## src/rtl/hazard_pkg.sv

```systemverilog
`default_nettype none
// ============================================================================
//  Module   : hazard_pkg
//  Purpose  : Shared types and constants for ID-stage branch hazard control.
//             FSM state encoding, per-producer stall requirements and the
//             register-match helper used by the dependency detector.
//  Revision : 1.0  initial release
// ============================================================================
package hazard_pkg;

   typedef enum logic [0:0] {
      ST_IDLE  = 1'b0,
      ST_STALL = 1'b1
   } state_t;

   // Stall cycles a branch must wait for each producer kind
   localparam logic [1:0] STALL_LOAD_ID  = 2'd2;
   localparam logic [1:0] STALL_ALU_ID   = 2'd1;
   localparam logic [1:0] STALL_LOAD_MEM = 2'd1;
   localparam logic [4:0] REG_ZERO       = 5'd0;

   // A producer feeds a source only if it writes a real (non-r0) register
   function automatic logic reg_match(input logic       reg_write,
                                      input logic [4:0] dest,
                                      input logic [4:0] src);
      return reg_write && (dest != REG_ZERO) && (dest == src);
   endfunction

endpackage
`default_nettype wire

```

## src/rtl/br_dep_detect.sv

```systemverilog
`default_nettype none
// ============================================================================
//  Module   : br_dep_detect
//  Purpose  : Combinational dependency check of a branch's rs/rt against the
//             ID/EX and EX/MEM producers. Encodes the stall cycles required
//             and which operands can be taken from the EX/MEM ALU result.
//  Ports    : i_rs/i_rt            branch sources
//             i_id2ex_* / i_ex2mem_* producer regWrite, memRead, destination
//             o_need               stall cycles required (0..2)
//             o_fw_rs / o_fw_rt    operand forwardable from EX/MEM ALU result
//  Revision : 1.0  initial release
// ============================================================================
module br_dep_detect
   import hazard_pkg::*;
(
   input  logic [4:0] i_rs,
   input  logic [4:0] i_rt,
   input  logic       i_id2ex_regWrite,
   input  logic       i_id2ex_memRead,
   input  logic [4:0] i_id2ex_writeRegister,
   input  logic       i_ex2mem_regWrite,
   input  logic       i_ex2mem_memRead,
   input  logic [4:0] i_ex2mem_writeRegister,
   output logic [1:0] o_need,
   output logic       o_fw_rs,
   output logic       o_fw_rt
);

   logic w_id_rs, w_id_rt, w_mem_rs, w_mem_rt, w_id_any, w_mem_any;

   assign w_id_rs   = reg_match(i_id2ex_regWrite,  i_id2ex_writeRegister,  i_rs);
   assign w_id_rt   = reg_match(i_id2ex_regWrite,  i_id2ex_writeRegister,  i_rt);
   assign w_mem_rs  = reg_match(i_ex2mem_regWrite, i_ex2mem_writeRegister, i_rs);
   assign w_mem_rt  = reg_match(i_ex2mem_regWrite, i_ex2mem_writeRegister, i_rt);
   // OR-ing the operands means rs==rt collapses into one requirement
   assign w_id_any  = w_id_rs  | w_id_rt;
   assign w_mem_any = w_mem_rs | w_mem_rt;

   // Priority order realises the max over both operands and both stages
   always_comb begin
      o_need = 2'd0;
      if (w_id_any && i_id2ex_memRead)
         o_need = STALL_LOAD_ID;
      else if (w_id_any)
         o_need = STALL_ALU_ID;
      else if (w_mem_any && i_ex2mem_memRead)
         o_need = STALL_LOAD_MEM;
   end

   assign o_fw_rs = w_mem_rs & ~i_ex2mem_memRead;
   assign o_fw_rt = w_mem_rt & ~i_ex2mem_memRead;

endmodule
`default_nettype wire

```

## src/rtl/branch_hazard_ctrl.sv

```systemverilog
`default_nettype none
// ============================================================================
//  Module   : branch_hazard_ctrl
//  Purpose  : Sequences ID-stage branch resolution: stalls PC and IF/ID and
//             bubbles ID/EX while a branch source is still being produced,
//             selects EX/MEM forwarding for the comparator and flushes IF/ID
//             on a taken branch. Keeps saturating stall/flush counters.
//  Ports    : clk, rst_n (synchronous, active low)
//             i_id_is_branch, i_if2id_rs/rt, i_branch_taken
//             i_id2ex_* / i_ex2mem_*  producer info
//             o_pc_write, o_if2id_write, o_id2ex_bubble, o_if2id_flush
//             o_fw_rs, o_fw_rt, o_busy, o_stall_cnt, o_flush_cnt
//  Revision : 1.0  initial release
// ============================================================================
module branch_hazard_ctrl
   import hazard_pkg::*;
#(
   parameter int CNT_W = 16
) (
   input  logic             clk,
   input  logic             rst_n,
   input  logic             i_id_is_branch,
   input  logic [4:0]       i_if2id_rs,
   input  logic [4:0]       i_if2id_rt,
   input  logic             i_branch_taken,
   input  logic             i_id2ex_regWrite,
   input  logic             i_id2ex_memRead,
   input  logic [4:0]       i_id2ex_writeRegister,
   input  logic             i_ex2mem_regWrite,
   input  logic             i_ex2mem_memRead,
   input  logic [4:0]       i_ex2mem_writeRegister,
   output logic             o_pc_write,
   output logic             o_if2id_write,
   output logic             o_id2ex_bubble,
   output logic             o_if2id_flush,
   output logic             o_fw_rs,
   output logic             o_fw_rt,
   output logic             o_busy,
   output logic [CNT_W-1:0] o_stall_cnt,
   output logic [CNT_W-1:0] o_flush_cnt
);

   state_t           r_state, w_state_nxt;
   logic [1:0]       r_remaining, w_remaining_nxt;
   logic [CNT_W-1:0] r_stall_cnt, r_flush_cnt;
   logic [1:0]       w_need;
   logic             w_det_fw_rs, w_det_fw_rt;
   logic             w_hold, w_flush, w_fw_rs, w_fw_rt;

   br_dep_detect u_detect (
      .i_rs                   (i_if2id_rs),
      .i_rt                   (i_if2id_rt),
      .i_id2ex_regWrite       (i_id2ex_regWrite),
      .i_id2ex_memRead        (i_id2ex_memRead),
      .i_id2ex_writeRegister  (i_id2ex_writeRegister),
      .i_ex2mem_regWrite      (i_ex2mem_regWrite),
      .i_ex2mem_memRead       (i_ex2mem_memRead),
      .i_ex2mem_writeRegister (i_ex2mem_writeRegister),
      .o_need                 (w_need),
      .o_fw_rs                (w_det_fw_rs),
      .o_fw_rt                (w_det_fw_rt)
   );

   always_ff @(posedge clk) begin
      if (!rst_n) begin
         r_state     <= ST_IDLE;
         r_remaining <= 2'd0;
         r_stall_cnt <= '0;
         r_flush_cnt <= '0;
      end else begin
         r_state     <= w_state_nxt;
         r_remaining <= w_remaining_nxt;
         if (w_hold && (r_stall_cnt != '1))
            r_stall_cnt <= r_stall_cnt + 1'b1;
         if (w_flush && (r_flush_cnt != '1))
            r_flush_cnt <= r_flush_cnt + 1'b1;
      end
   end

   // The detection cycle in IDLE is itself the first stall cycle, so STALL
   // only covers the cycles still owed after it (r_remaining). A single-cycle
   // requirement therefore never leaves IDLE; the branch is re-evaluated on
   // the following cycle once the producer has advanced.
   always_comb begin
      w_state_nxt     = r_state;
      w_remaining_nxt = r_remaining;
      w_hold          = 1'b0;
      w_flush         = 1'b0;
      w_fw_rs         = 1'b0;
      w_fw_rt         = 1'b0;
      case (r_state)
         ST_IDLE: begin
            if (i_id_is_branch) begin
               if (w_need != 2'd0) begin
                  w_hold          = 1'b1;
                  w_remaining_nxt = w_need - 2'd1;
                  if (w_need > 2'd1)
                     w_state_nxt = ST_STALL;
               end else begin
                  w_fw_rs = w_det_fw_rs;
                  w_fw_rt = w_det_fw_rt;
                  w_flush = i_branch_taken;
               end
            end
         end
         ST_STALL: begin
            w_hold = 1'b1;
            if (r_remaining > 2'd1) begin
               w_remaining_nxt = r_remaining - 2'd1;
            end else begin
               w_remaining_nxt = 2'd0;
               w_state_nxt     = ST_IDLE;
            end
         end
         default: begin
            w_state_nxt     = ST_IDLE;
            w_remaining_nxt = 2'd0;
         end
      endcase
   end

   assign o_pc_write     = ~w_hold;
   assign o_if2id_write  = ~w_hold;
   assign o_id2ex_bubble = w_hold;
   assign o_if2id_flush  = w_flush;
   assign o_fw_rs        = w_fw_rs;
   assign o_fw_rt        = w_fw_rt;
   // Busy spans every cycle the pipeline is held, including the detect cycle
   assign o_busy         = w_hold;
   assign o_stall_cnt    = r_stall_cnt;
   assign o_flush_cnt    = r_flush_cnt;

endmodule
`default_nettype wire

```

## config.mk

```make
export PLATFORM = sky130hd
export DESIGN_NAME = branch_hazard_ctrl
export DESIGN_NICKNAME = d
export VERILOG_FILES = /design/src/rtl/hazard_pkg.sv /design/src/rtl/br_dep_detect.sv /design/src/rtl/branch_hazard_ctrl.sv
export SDC_FILE = /design/constraint.sdc
export NUM_CORES = 1
export LEC_CHECK = 0
export CORE_MARGIN = 10
export CORE_UTILIZATION = 30
export DETAILED_ROUTE_END_ITERATION = 8
export DONT_BUFFER_PORTS = 1
export PLACE_DENSITY = 0.5
export SYNTH_ARGS = -nofsm -noshare
export SYNTH_HDL_FRONTEND = slang
export SYNTH_SLANG_ARGS = --single-unit
```

## constraint.sdc

```tcl
create_clock -name clk -period 4.2 [get_ports clk]
set_input_delay 0.84 -clock clk [delete_from_list [all_inputs] [get_ports clk]]
set_output_delay 0.84 -clock clk [all_outputs]
set_load 0.01 [all_outputs]
```

== Word level (Yosys, flattened, before mapping) ==
Cells that the tools add are included.
Widths: inputs -> output; s select.

* Muxes and demuxes: 24
* $lt $le $gt $ge: 2
* Reduce and logical (&&, ||, !) cells: 14
* Add/subtract/negate cells: 4
* Bitwise operators: 7
* Equality and inequality tests: 8

{| class="wikitable"
|+ Operators with widths
! kind !! number
|-
| $add 16x1->16 const B || 2
|-
| $ne 16x16->1 const B || 2
|-
| $eq 5x5->1 || 4
|-
| $mux 1 || 16
|-
| $logic_and 1x1->1 || 10
|-
| $mux 2 || 5
|-
| $reduce_bool 5->1 || 2
|-
| $gt 2x1->1 const B || 2
|-
| $ne 2x2->1 const B || 2
|-
| $pmux 1 s2 || 2
|-
| $pmux 2 s2 || 1
|-
| $sub 2x1->2 const B || 2
|-
| $not 1->1 || 3
|-
| $and 1x1->1 || 2
|-
| $or 1x1->1 || 2
|-
| $reduce_and 2->1 || 1
|-
| $reduce_bool 2->1 || 1
|}

* Word-level logic and storage cells: 63
* Output and inout bits: 39
* Bits in registers: 35

== Logic depth before layout (Yosys ltp) ==
* Depth after elaboration: 13
* Mapped depth: 12
* Depth with buffers taken out: 12

== Hierarchy ==
Synthesis repeated with hierarchy kept, for this count alone.

* Cell total of the unflattened synthesis: 261
* Area, all modules: 2199.6 µm²

{| class="wikitable"
|+ By module, submodules not included
! module !! cells each !! seq. area each (µm²) !! instances !! area an instance (µm²)
|-
| branch_hazard_ctrl || 222 || 700.7 || 1 || 1910.6
|-
| br_dep_detect || 39 || 0.0 || 1 || 289.0
|}

== Worst setup path before layout ==
No wires, ideal clock.

* Path type: input-to-output
* Start point: in i_id2ex_writeRegister[1]
* End point: out o_id2ex_bubble
* Required time: 3360 ps
* Buffers on the path: 1
* Stages on the path: 9
* Arrival time: 2770 ps
* Slack: 590 ps
* Cells stage by stage: or4_1 > o21a_1 > a221oi_1 > a31oi_1 > ha_1 > nor2b_1 > nor2_1 > inv_1 > buf_4

* Cells in the longest elaborated chain, start to end: 10

{| class="wikitable"
|+ Ends and longest elaborated chain
! element !! RTL line !! text
|-
| start: declaration || branch_hazard_ctrl.sv:28 || <nowiki>input logic [4:0] i_id2ex_writeRegister,</nowiki>
|-
| $reduce_bool 5->1 || hazard_pkg.sv:26 || <nowiki>return reg_write && (dest != REG_ZERO) && (dest == src);</nowiki>
|-
| $logic_and 1x1->1 (2 in a row) || hazard_pkg.sv:26 ||
|-
| $or 1x1->1 * || br_dep_detect.sv:36 || <nowiki>assign w_id_any = w_id_rs | w_id_rt;</nowiki>
|-
| $mux 2 or $logic_and 1x1->1 (tied branches) || br_dep_detect.sv:44, br_dep_detect.sv:42 ||
|-
| $mux 2 * || br_dep_detect.sv:42 || <nowiki>if (w_id_any && i_id2ex_memRead)</nowiki>
|-
| $reduce_bool 2->1 * || branch_hazard_ctrl.sv:94 || <nowiki>if (w_need != 2'd0) begin</nowiki>
|-
| $mux 1 * || branch_hazard_ctrl.sv:94 ||
|-
| $mux 1 * || branch_hazard_ctrl.sv:93 || <nowiki>if (i_id_is_branch) begin</nowiki>
|-
| $pmux 1 s2 * || branch_hazard_ctrl.sv:91 || <nowiki>case (r_state)</nowiki>
|-
| end: declaration || branch_hazard_ctrl.sv:34 || <nowiki>output logic o_id2ex_bubble,</nowiki>
|}

Mark *: on every way between the ends. The rest lies on a longest branch, timed or not.

== Final worst setup path ==
* Start point: in i_ex2mem_writeRegister[0]
* End point: out o_busy

* Cells in the longest elaborated chain, start to end: 12

{| class="wikitable"
|+ Ends and longest elaborated chain
! element !! RTL line !! text
|-
| start: declaration || branch_hazard_ctrl.sv:31 || <nowiki>input logic [4:0] i_ex2mem_writeRegister,</nowiki>
|-
| $reduce_bool 5->1 || hazard_pkg.sv:26 ||
|-
| $logic_and 1x1->1 (2 in a row) || hazard_pkg.sv:26 ||
|-
| $or 1x1->1 * || br_dep_detect.sv:37 || <nowiki>assign w_mem_any = w_mem_rs | w_mem_rt;</nowiki>
|-
| $logic_and 1x1->1 * || br_dep_detect.sv:46 || <nowiki>else if (w_mem_any && i_ex2mem_memRead)</nowiki>
|-
| $mux 1 * || br_dep_detect.sv:46 ||
|-
| $mux 2 * || br_dep_detect.sv:44 || <nowiki>else if (w_id_any)</nowiki>
|-
| $mux 2 * || br_dep_detect.sv:42 ||
|-
| $reduce_bool 2->1 * || branch_hazard_ctrl.sv:94 ||
|-
| $mux 1 * || branch_hazard_ctrl.sv:94 ||
|-
| $mux 1 * || branch_hazard_ctrl.sv:93 ||
|-
| $pmux 1 s2 * || branch_hazard_ctrl.sv:91 ||
|-
| end: declaration || branch_hazard_ctrl.sv:38 || <nowiki>output logic o_busy,</nowiki>
|}

Marks and branches as above.

==> metrics.md <==
| Metric | Value |
|---|---|
| EDFF count, synth | `0` |
| Htree depth | `2` |
| Worst reg-to-reg path cell count | `5` |
| ANT cells | `0` |
| Vias in the first global route | `1712` |
| Post-Place Cells | `336` |
| Pin count of the biggest net entering global routing | `48` |
| Synth unique cells | `45` |
| Yosys Warn Count | `0` |
| Clock latency on the worst-skew pair | `0.28 ns` |
| Via density | `5.07` |
| Final instance area | `0.00231 sq mm` |
| Die height | `104 um` |
| Hold path depth | `2` |
| Worst hold slack | `0.490 ns` |
| Leak Pwr | `0.000902 uW` |
| DRC violations left | `0` |
| Simple-gate share of the synthesized area | `30.4%` |
| Startpoint Class | `input pin` |
| Hold endpoint | `r_state` |
| R2R Setup Slk | `2.07 ns` |
| PnR Total Power | `697 uW` |
| Register bit total from synthesis | `35` |
| Die ar. | `0.0109 sq mm` |
| Buffers on Ports | `0` |
| Final Setup Violations | `0` |
| Final net count | `278` |
| Relative slew slack | `53.3%` |
| Deepest clock path buffer count | `2` |
| Largest family of logic cells by synthesized area | `simple AND/OR/NAND/NOR gates` |
| Final TNS setup | `0 ns` |
| # resized after CTS | `0` |
| RSZ-0062 raised after global routing | `no` |
| Syn Nets | `280` |
| Setup Buffers After CTS | `0` |
| Crit path max-delay family | `simple AND/OR/NAND/NOR gates` |
| Routed length per instance | `15.0 um` |
| Clk_skew | `0.00992 ns` |
| Final Wtd Congestion | `0.746` |
| Mux contribution to synthesized area | `3.76%` |
| Element type at the critical path end | `output pin` |
| Initial core utilization | `31.2%` |
| Final WL | `5160 um` |
| Reg2reg start | `o_flush_cnt[6]` |
| # IOs | `67` |
| Worst-path cell chain | `or4_1 -> o21a_1 -> nand2_1 -> a221oi_1 -> a31oi_1 -> ha_1 -> nor2b_1 -> nor2_1 -> inv_1` |
| Final Cycle Share | `91.6%` |
| Slew @ Worst Pin | `0.698 ns` |
| Hold Vio Cnt, Final | `0` |
| ANT nets after route | `0` |
| HPWL after DPL | `3980 um` |
| First-pass DRT Iterations | `4` |
| Final non-filler cell total | `344` |
| Tot GR Track Use | `9.40%` |
| Adder-cell area share of the yosys netlist | `1.76%` |
| Gate Count Post-Synth | `249` |
| Data arrival time of the critical path | `3.01 ns` |
| CP Class | `in2out` |
| Status | `finished clean` |
| Placeable Area | `0.00683 sq mm` |
| CP Max Fanout | `6` |
| FP Rows | `30` |
| Grt total ovfl | `0` |
| Mapped Area | `0.00213 sq mm` |
| Most frequent cell after synthesis | `dfxtp_1` |
| HP Class | `reg2reg` |
| Sequential-to-total area share from yosys stat | `32.9%` |
| Antenna violations before repair | `0` |
| Mean post-synth cell area | `8.55 sq um` |
| Pwr dens | `302 mW/mm^2` |
| Share of cells above drive strength 1 | `6.05%` |
| Fmax | `260 MHz` |
| Crit path time final | `3.85 ns` |
| Xor and xnor fraction of the mapped netlist area | `14.4%` |
| WP buf/inv | `1` |
| Maximum vdd drop | `0.128 mV` |
| Critical Path Max Stage Delay | `0.54 ns` |
| Yosys top cell area share | `32.9%` |
| Synth async-reset ratio | `0%` |
| Dominant cells by area after synthesis | `dfxtp_1 33%, xor2_1 8.6%, xnor2_1 5.8%` |
| Die X-Extent | `104 um` |
| Post-synth top cells | `35 x dfxtp_1, 28 x nand2_1, 21 x xor2_1, 17 x and2_1, 16 x nand3_1` |
| Most area-hungry cell type in the Yosys netlist | `dfxtp_1` |
| Clock Sinks | `35` |
| Clock transition at path regs | `0.07 ns` |
| Crit-path slowest cell | `or4_1` |
| Placed Area | `0.00219 sq mm` |
| Detailed Route Iter0 Violations | `75` |
| Worst reg2reg path endpoint | `o_flush_cnt[5]` |
| First-pass GRT wire length | `8570 um` |
| Area Growth Syn to Fin | `8.52%` |
| Via total after detailed routing | `1745` |
| Clock root cell | `clkbuf_8` |
| Num CTS Buffers | `5` |
| CTS tree | `done` |
| CP Data Required Time | `3.36 ns` |
| Hold_sp | `r_remaining[1]` |
| Max cap viols | `0` |
| Synth Area in Compound Gates | `12.7%` |
| Ys flop type | `dfxtp_1` |
| CTS Hold Buffers Added | `0` |
| Final Max Tran Viols | `0` |
[routing by layer]
layer	share of wire, %	wire, um	global-route usage (%)
met1	41	2090	10.5
met5	0	0	0
met4	1.7	87	3.88
met3	14	710	5.33
met2	44	2270	14.3
[how the worst max path moves through the flow]
stage	from	cells after the start	to	slack [ns]
2_1_floorplan	i_id2ex_writeRegister[1]	9	o_id2ex_bubble	0.59
5_1_grt	i_ex2mem_writeRegister[0]	9	o_busy	0.11
3_5_place_dp	i_ex2mem_writeRegister[0]	9	o_busy	0.33
6_report	i_ex2mem_writeRegister[0]	9	o_busy	0.35
3_3_place_gp	i_ex2mem_writeRegister[0]	9	o_id2ex_bubble	0.33
4_1_cts	i_ex2mem_writeRegister[0]	9	o_busy	0.31
[power breakdown]
group | leakage (uW) | switching (uW) | total [uW] | internal, uW
combinational | 0.000559 | 19.4 | 42.4 | 23.0
clock | 0.0000612 | 123 | 316 | 192
sequential | 0.000282 | 4.83 | 339 | 334
total | 0.000902 | 148 | 697 | 549
[registers in the layout, summed over array words and instances, names as in the netlist]
register and cells:
r_state 1, r_remaining 2, o_flush_cnt 16, o_stall_cnt 16
[kinds of logic (layout without fill, tap and decap cells)]
logic type | count (synthesis) | in the layout
simple gates | 113 | 113
compound gates | 39 | 39
xor+xnor | 35 | 35
flops | 35 | 35
buf+inv | 16 | 15
mux | 8 | 8
fa+ha+maj | 3 | 3
[per-stage QoR]
| step | worst slack [ns] | util [%] |
|---|---|---|
| finish | 0.352 | 33.8 |
| global route | 0.109 | 33.8 |
| CTS | 0.313 | 33.8 |
| detailed placement | 0.325 | 32.1 |
| global placement | 0.325 | 32.1 |
| floorplan | 0.590 | - |
[cell type report]
class                      count  area [sq um]
clock inverter                 2          35.0
fill                         757          4520
clock buffer                   6          82.6
tap                           96           120
multi-input combinational    198          1340
timing repair buffer           1          7.51
sequential                    35           701
inverter                       6          22.5
[worst min-delay path: cells and delay by family, from the launching register on]
kind | cells | cell delay, ns
compound gates | 1 | 0.07
flops | 1 | 0.32
simple gates | 1 | 0.06
[placed cells by master, fill, tap and decap left out, drive strengths merged, types with 6 or more instances in the layout]
master,synthesis,final
dfxtp,35,35
nand2,28,28
xor2,21,21
and2,18,18
nand3,16,16
xnor2,14,14
nand4,10,10
o21ai,9,9
nand2b,9,9
nor3,9,9
mux2i,8,8
clkbuf,3,6
inv,6,6
a21boi,6,6
Power figures use the tool's default switching activity.
